## src/rtl/spi_pkg.sv

```systemverilog
// Shared field positions, SPI mode encoding and edge-count constants for spi_master_multi.
package spi_pkg;

    localparam int TX_LSB    = 0;
    localparam int CS_BIT    = 8;
    localparam int CHAN_LSB  = 9;
    localparam int MODE_LSB  = 12;
    localparam int ORDER_BIT = 14;

    typedef enum logic [1:0] {
        MODE0 = 2'b00,
        MODE1 = 2'b01,
        MODE2 = 2'b10,
        MODE3 = 2'b11
    } spi_mode_e;

    localparam int                EDGE_W    = 5;
    localparam logic [EDGE_W-1:0] LAST_EDGE = 5'd16;

    function automatic logic mode_cpol(input spi_mode_e m);
        return m[1];
    endfunction

    function automatic logic mode_cpha(input spi_mode_e m);
        return m[0];
    endfunction

endpackage

```

## src/rtl/spi_master_multi_if.sv

```systemverilog
// CPU I/O bus side of spi_master_multi: command strobe, command word and read-back word.
interface spi_master_multi_if;
    logic        load;
    logic [15:0] in;
    logic [15:0] out;

    modport master (output load, output in, input  out);
    modport slave  (input  load, input  in, output out);
endinterface

```

## src/rtl/spi_clkgen.sv

```systemverilog
// SCK divider and edge counter; strobes mark the clk edge on which sck toggles.
module spi_clkgen
    import spi_pkg::*;
#(
    parameter int CLK_DIV = 1
) (
    input  logic clk,
    input  logic reset,
    input  logic start,
    input  logic load_sck,
    input  logic cpol,
    input  logic run,
    output logic sck_q,
    output logic lead_stb,
    output logic trail_stb,
    output logic done_stb
);

    localparam int            DW       = $clog2(CLK_DIV + 1);
    localparam logic [DW-1:0] DIV_LAST = DW'(CLK_DIV - 1);

    logic [DW-1:0]     div_cnt;
    logic [EDGE_W-1:0] edge_cnt;
    logic              tick;

    // edge_cnt holds completed toggles, so the upcoming toggle is leading when it is even
    always_comb begin
        tick      = run && (div_cnt == DIV_LAST);
        lead_stb  = tick && !edge_cnt[0];
        trail_stb = tick && edge_cnt[0];
        done_stb  = tick && (edge_cnt == (LAST_EDGE - 1'b1));
    end

    always_ff @(posedge clk) begin
        if (reset) begin
            div_cnt  <= '0;
            edge_cnt <= '0;
            sck_q    <= 1'b0;
        end else begin
            if (start) begin
                div_cnt  <= '0;
                edge_cnt <= '0;
            end else if (tick) begin
                div_cnt  <= '0;
                edge_cnt <= edge_cnt + 1'b1;
            end else if (run) begin
                div_cnt  <= div_cnt + 1'b1;
            end

            if (load_sck)
                sck_q <= cpol;
            else if (tick)
                sck_q <= ~sck_q;
        end
    end

endmodule

```

## src/rtl/spi_master_multi.sv

```systemverilog
// Memory-mapped multi-CS SPI master, all four modes. Optional LSB-first ordering under SPI_LSB_FIRST_EN.
module spi_master_multi
    import spi_pkg::*;
#(
    parameter int CLK_DIV = 1,
    parameter int NUM_CS  = 4
) (
    input  logic              clk,
    input  logic              reset,
    spi_master_multi_if.slave bus,
    output logic [NUM_CS-1:0] csx,
    output logic              sck,
    output logic              sdo,
    input  logic              sdi
);

    logic       busy;
    logic       accept;
    logic       start;
    logic       cs_lvl;
    logic [2:0] chan;
    spi_mode_e  mode_q;
    logic [7:0] shift;
    logic       sample;
    logic       lsb_first;
    logic       in_bit;
    logic       lead_stb;
    logic       trail_stb;
    logic       done_stb;

    always_comb begin
        chan    = bus.in[CHAN_LSB +: 3];
        cs_lvl  = bus.in[CS_BIT];
        accept  = bus.load && !busy;
        start   = accept && !cs_lvl;
        in_bit  = mode_cpha(mode_q) ? sdi : sample;
        sdo     = lsb_first ? shift[0] : shift[7];
        bus.out = {busy, 7'd0, shift};
    end

`ifdef SPI_LSB_FIRST_EN
    always_ff @(posedge clk) begin
        if (reset)
            lsb_first <= 1'b0;
        else if (accept)
            lsb_first <= bus.in[ORDER_BIT];
    end
`else
    assign lsb_first = 1'b0;
`endif

    spi_clkgen #(.CLK_DIV(CLK_DIV)) u_clkgen (
        .clk       (clk),
        .reset     (reset),
        .start     (start),
        .load_sck  (accept),
        .cpol      (bus.in[MODE_LSB + 1]),
        .run       (busy),
        .sck_q     (sck),
        .lead_stb  (lead_stb),
        .trail_stb (trail_stb),
        .done_stb  (done_stb)
    );

    // Out-of-range channel indices match no bit, so csx is left alone
    always_ff @(posedge clk) begin
        if (reset) begin
            csx <= '1;
        end else begin
            for (int unsigned i = 0; i < NUM_CS; i++)
                if (accept && (32'(chan) == i))
                    csx[i] <= cs_lvl;
        end
    end

    always_ff @(posedge clk) begin
        if (reset) begin
            busy   <= 1'b0;
            mode_q <= MODE0;
            shift  <= '0;
            sample <= 1'b0;
        end else begin
            if (accept)
                mode_q <= spi_mode_e'(bus.in[MODE_LSB +: 2]);

            if (start) begin
                busy  <= 1'b1;
                shift <= bus.in[TX_LSB +: 8];
            end else begin
                if (done_stb)
                    busy <= 1'b0;
                if (lead_stb && !mode_cpha(mode_q))
                    sample <= sdi;
                if (trail_stb)
                    shift <= lsb_first ? {in_bit, shift[7:1]} : {shift[6:0], in_bit};
            end
        end
    end

endmodule

```

## src/flat_wrapper.sv

```systemverilog
// flat-port wrapper written by rule: the top's interface ports become plain ports
module spi_master_multi_flat import spi_pkg::*;
#(
    parameter int CLK_DIV = 1,
    parameter int NUM_CS  = 4
)
  (clk, reset, csx, sck, sdo, sdi, bus_load, bus_in, bus_out);
  spi_master_multi_if bus_i ();
  input  logic clk;
  input  logic reset;
  output logic [NUM_CS-1:0] csx;
  output logic sck;
  output logic sdo;
  input  logic sdi;
  input wire logic [$bits(bus_i.load)-1:0] bus_load;
  input wire logic [$bits(bus_i.in)-1:0] bus_in;
  output wire logic [$bits(bus_i.out)-1:0] bus_out;
  assign bus_i.load = bus_load;
  assign bus_i.in = bus_in;
  assign bus_out = bus_i.out;
  spi_master_multi #(.CLK_DIV(CLK_DIV), .NUM_CS(NUM_CS)) u_core (.clk(clk), .reset(reset), .bus(bus_i), .csx(csx), .sck(sck), .sdo(sdo), .sdi(sdi));
endmodule
```

## config.mk

```make
export PLATFORM = sky130hd
export DESIGN_NAME = spi_master_multi_flat
export DESIGN_NICKNAME = d
export VERILOG_FILES = /design/src/rtl/spi_pkg.sv /design/src/rtl/spi_master_multi_if.sv /design/src/rtl/spi_clkgen.sv /design/src/rtl/spi_master_multi.sv /design/src/flat_wrapper.sv
export SDC_FILE = /design/constraint.sdc
export NUM_CORES = 1
export LEC_CHECK = 0
export ABC_AREA = 1
export CELL_PAD_IN_SITES_DETAIL_PLACEMENT = 1
export CELL_PAD_IN_SITES_GLOBAL_PLACEMENT = 1
export CORE_ASPECT_RATIO = 0.75
export CORE_MARGIN = 2
export CORE_UTILIZATION = 31
export DETAILED_ROUTE_END_ITERATION = 10
export PLACE_DENSITY = 0.86
export SETUP_SLACK_MARGIN = 0.3
export SKIP_LAST_GASP = 1
export SLEW_MARGIN = 20
export SYNTH_ARGS = -nofsm -noshare
export SYNTH_HDL_FRONTEND = slang
export SYNTH_SLANG_ARGS = --single-unit
```

## constraint.sdc

```tcl
create_clock -name clk -period 2.1 [get_ports clk]
set_input_delay 0.525 -clock clk [delete_from_list [all_inputs] [get_ports clk]]
set_output_delay 0.525 -clock clk [all_outputs]
set_load 0.05 [all_outputs]
```

==> run summary <==
The first global-routing pass estimated ~5200 µm of wire. Detailed placement finished with a half-perimeter wire length of 2340 µm. Ranked by total cell area, the synthesized netlist is headed by sky130_fd_sc_hd__dfxtp_1, sky130_fd_sc_hd__nand2_1, sky130_fd_sc_hd__nand3_1. The total of flip-flops plus latches after synthesis came out at 22.

The capture instance of the worst register-to-register path is u_core.u_clkgen.edge_cnt[4]. Across the routed clock network, the largest skew measured is around 2.1 ps. The worst hold path belongs to the class reg2reg.

The most critical setup path has its startpoint at u_core.shift[2]. The core box area came out at 3310 µm². The number of global-route vias before repair came to 1,180. The count of standard-cell rows is 18. The count of buffers from port buffering is 32. The CTS tree is done. The antenna diode instance count came out at 0. Synthesis handed over a netlist of 154 instances. The number of search-and-repair iterations in the first detailed-routing pass came out at 4. The quantity of gates resized following cts came out at 14.

The average cell area after synthesis came out at 7.00 µm². The post-route antenna net violation count is 0. The final period demand of the worst path is 1730 ps.

The number of cell instances on the worst register-to-register path came out at 5. The total DRC errors in the routed layout came out at 0. Among cell families on the critical path, the largest total delay comes from buffers and inverters.

The sequential fraction of the synthesis area came out at roughly 40%. The launch instance of the worst register-to-register path is u_core.u_clkgen.edge_cnt[0]. The number of max-cap violations is 0. The total vias in the final route is 1,125.

The final count of pins violating max slew is 0. On the critical path, the stage with the largest delay is an instance of sky130_fd_sc_hd__dlygate4sd2_1. The master cell of the clock root buffer is sky130_fd_sc_hd__clkbuf_8.

Fill cells in the final layout number 408. The worst endpoint data arrival time is 1200 ps. The total number of cells along the worst setup path is 1. The leakage power of the design came out at ~0.71 nW. The vertical die dimension is 55.1 µm. The classification of the worst setup path is reg2out.

The floorplan die area came out at 3970 µm². The hold buffer count at CTS came out at 0. The count of nets after finishing came out at around 210.

The worst-case register-to-register setup slack came out at between 600 and 700 ps. The endpoint kind of the worst setup timing path is an output pin. Measured along the x axis, the die boundary spans between 70 and 80 µm. For this design the top-level I/O count stands at 42. Setup total negative slack on the finished layout was measured at 0 ps. The final RePlAce weighted congestion came out at around 0.74. The worst setup path is launched from a register. After detailed routing, the number of vias per cell comes to 4.91. The final worst slack is roughly 370 ps. The number of setup violations in the final report came out at 0. Excluding fillers, the count of instances in the completed layout stands at 229. In the final routed layout, each cell accounts on average for 13.2 µm.

The total length of routed wires is 3030 µm. For this run, the top clock speed supported by timing is 578 MHz. The pin count of the biggest net entering global routing is 14. For this run, the slowest stage of the critical path takes around 550 ps. VDD sags by at most 0.418 mV.

The placed instance count came out at 225. The clock transition at the registers of the reported paths came out at approximately 80 ps. The flow ran to the end, and the final reports show no timing, DRC or antenna violations.

The sum of internal, switching and leakage power came out at 0.00107 W. The critical path ends at bus_out[2]. Global routing used 17.7% of the available tracks.

The starting DRC count in detailed routing is 33. The final hold violation count is 0. The remaining global-route overflow is 0. The share of synthesized area in the top cell type comes to 40.8%.

Cells fill 44.5% of the core in the end. The number of clock sinks seen by CTS came out at 22. The buffer count from post-CTS setup fixing came out at 0.

In this run, CTS created clock tree buffers numbering 3. Prior to clock tree synthesis, the placed netlist has a worst setup slack of just under 90 ps. The clock reaches the later pin of the worst-skew pair after 270 ps. The share of cells above drive strength 1 came out at around 6.3%. The netlist area before placement is between 1000 and 1500 µm². The number of distinct library cell variants in the gate-level netlist after synthesis came out at 18. The endpoint required time on the critical path is 1570 ps. The critical path goes through dlygate4sd2_1.

The number of buffers and inverters on the critical path is 1. Summed over all instances, the cell type with the most area after synthesis is sky130_fd_sc_hd__dfxtp_1. The initial antenna violation count was 0. The number of H-tree levels came out at 1.

Setup repair after global routing left no endpoint under its margin. The part of the cycle the worst path needs is 82.3%. The initial core utilization came out at around 33%.

The largest fanout of any net on the critical path came out at 3. The clock passes through at most 2 buffers. The power density over the cells came out at ~730 nW/µm². The area overhead of the layout relative to synthesis is 36.5%. During synthesis, Yosys emitted a total of 0 warnings.
[per-stage QoR]
stage          cell area, µm²  hold WS (ps)
2_1_floorplan            1100           439
3_5_place_dp             1420           461
3_3_place_gp             1420           448
5_1_grt                  1470           508
6_report                 1470           471
4_1_cts                  1470           473
[layout make-up]
cell class / instances / area, µm² / area share (%)
Timing Repair Buffer: 36 / 330 / 22.4
Sequential cell: 22 / 440 / 29.9
Tap cell: 40 / 50.0 / 3.40
Clock inverter: 1 / 30.0 / 2.04
Clock buffer: 3 / 41.3 / 2.80
Multi-Input combinational cell: 104 / 494 / 33.6
Inverter: 23 / 86.3 / 5.86
[cell usage in the layout (no fill, tap or decap), drive strengths merged, types with 3 or more instances in the layout]
cell type	instances
clkdlybuf4s50	17
nand2	33
inv	23
nand3	25
conb	7
dlygate4sd2	14
dfxtp	22
clkbuf	3
nor2	10
buf	5
o21ai	7
a21oi	13
[flip-flops by register name (all words and copies together) (netlist names)]
register	cells
u_core.busy	1
u_core.csx	4
u_core.mode_q	1
u_core.sample	1
u_core.shift	8
u_core.u_clkgen.div_cnt	1
u_core.u_clkgen.edge_cnt	5
u_core.u_clkgen.sck_q	1
[worst min-delay path by stage]
stage,start,endpoint,cells after the start
finish,u_core.u_clkgen.edge_cnt[4],u_core.u_clkgen.edge_cnt[4],2
detailed placement,u_core.u_clkgen.edge_cnt[4],u_core.u_clkgen.edge_cnt[4],2
CTS,u_core.u_clkgen.edge_cnt[4],u_core.u_clkgen.edge_cnt[4],2
global placement,u_core.sample,u_core.sample,2
floorplan,u_core.sample,u_core.sample,2
global route,u_core.sample,u_core.sample,2
[worst min-delay path, stage by stage (launching register included)]
cell,delay [ps]
sky130_fd_sc_hd__dfxtp_1,320
sky130_fd_sc_hd__nand2_1,60
sky130_fd_sc_hd__a21oi_1,60
[synth_stat cells, drive strengths merged]
cell type,number
or2,1
dfxtp,22
buf,10
nor2,10
nor3,2
xnor2,1
a21oi,13
ha,2
nand3,25
xor2,2
and3,1
clkbuf,1
inv,23
conb,1
nand2,33
o21ai,7
[layer usage]
metal  GRT usage (%)  wire length (µm)
met5               0                 0
met1            20.0              1290
met2            31.5              1510
met3            4.89               154
met4            8.81                67
[power by group]
part           total [W]  leakage (nW)  switching (W)  internal (W)
clock           0.000403        0.0357       0.000148      0.000255
combinational   0.000221         0.493       0.000149     0.0000715
sequential      0.000451         0.179      0.0000155      0.000435
[kinds of logic after synthesis]
kind of cell / Yosys count / share of synthesized area (%)
adder cells (fa/ha/maj): 2 / 2.32
flip-flops: 22 / 40.8
buffers and inverters: 34 / 15.7
other: 1 / 0.348
XOR/XNOR: 3 / 2.44
AND/OR/NAND/NOR: 72 / 29.1
AO/OA/AOI/OAI: 20 / 9.28
No activity file was read; power rests on OpenSTA's default activity.
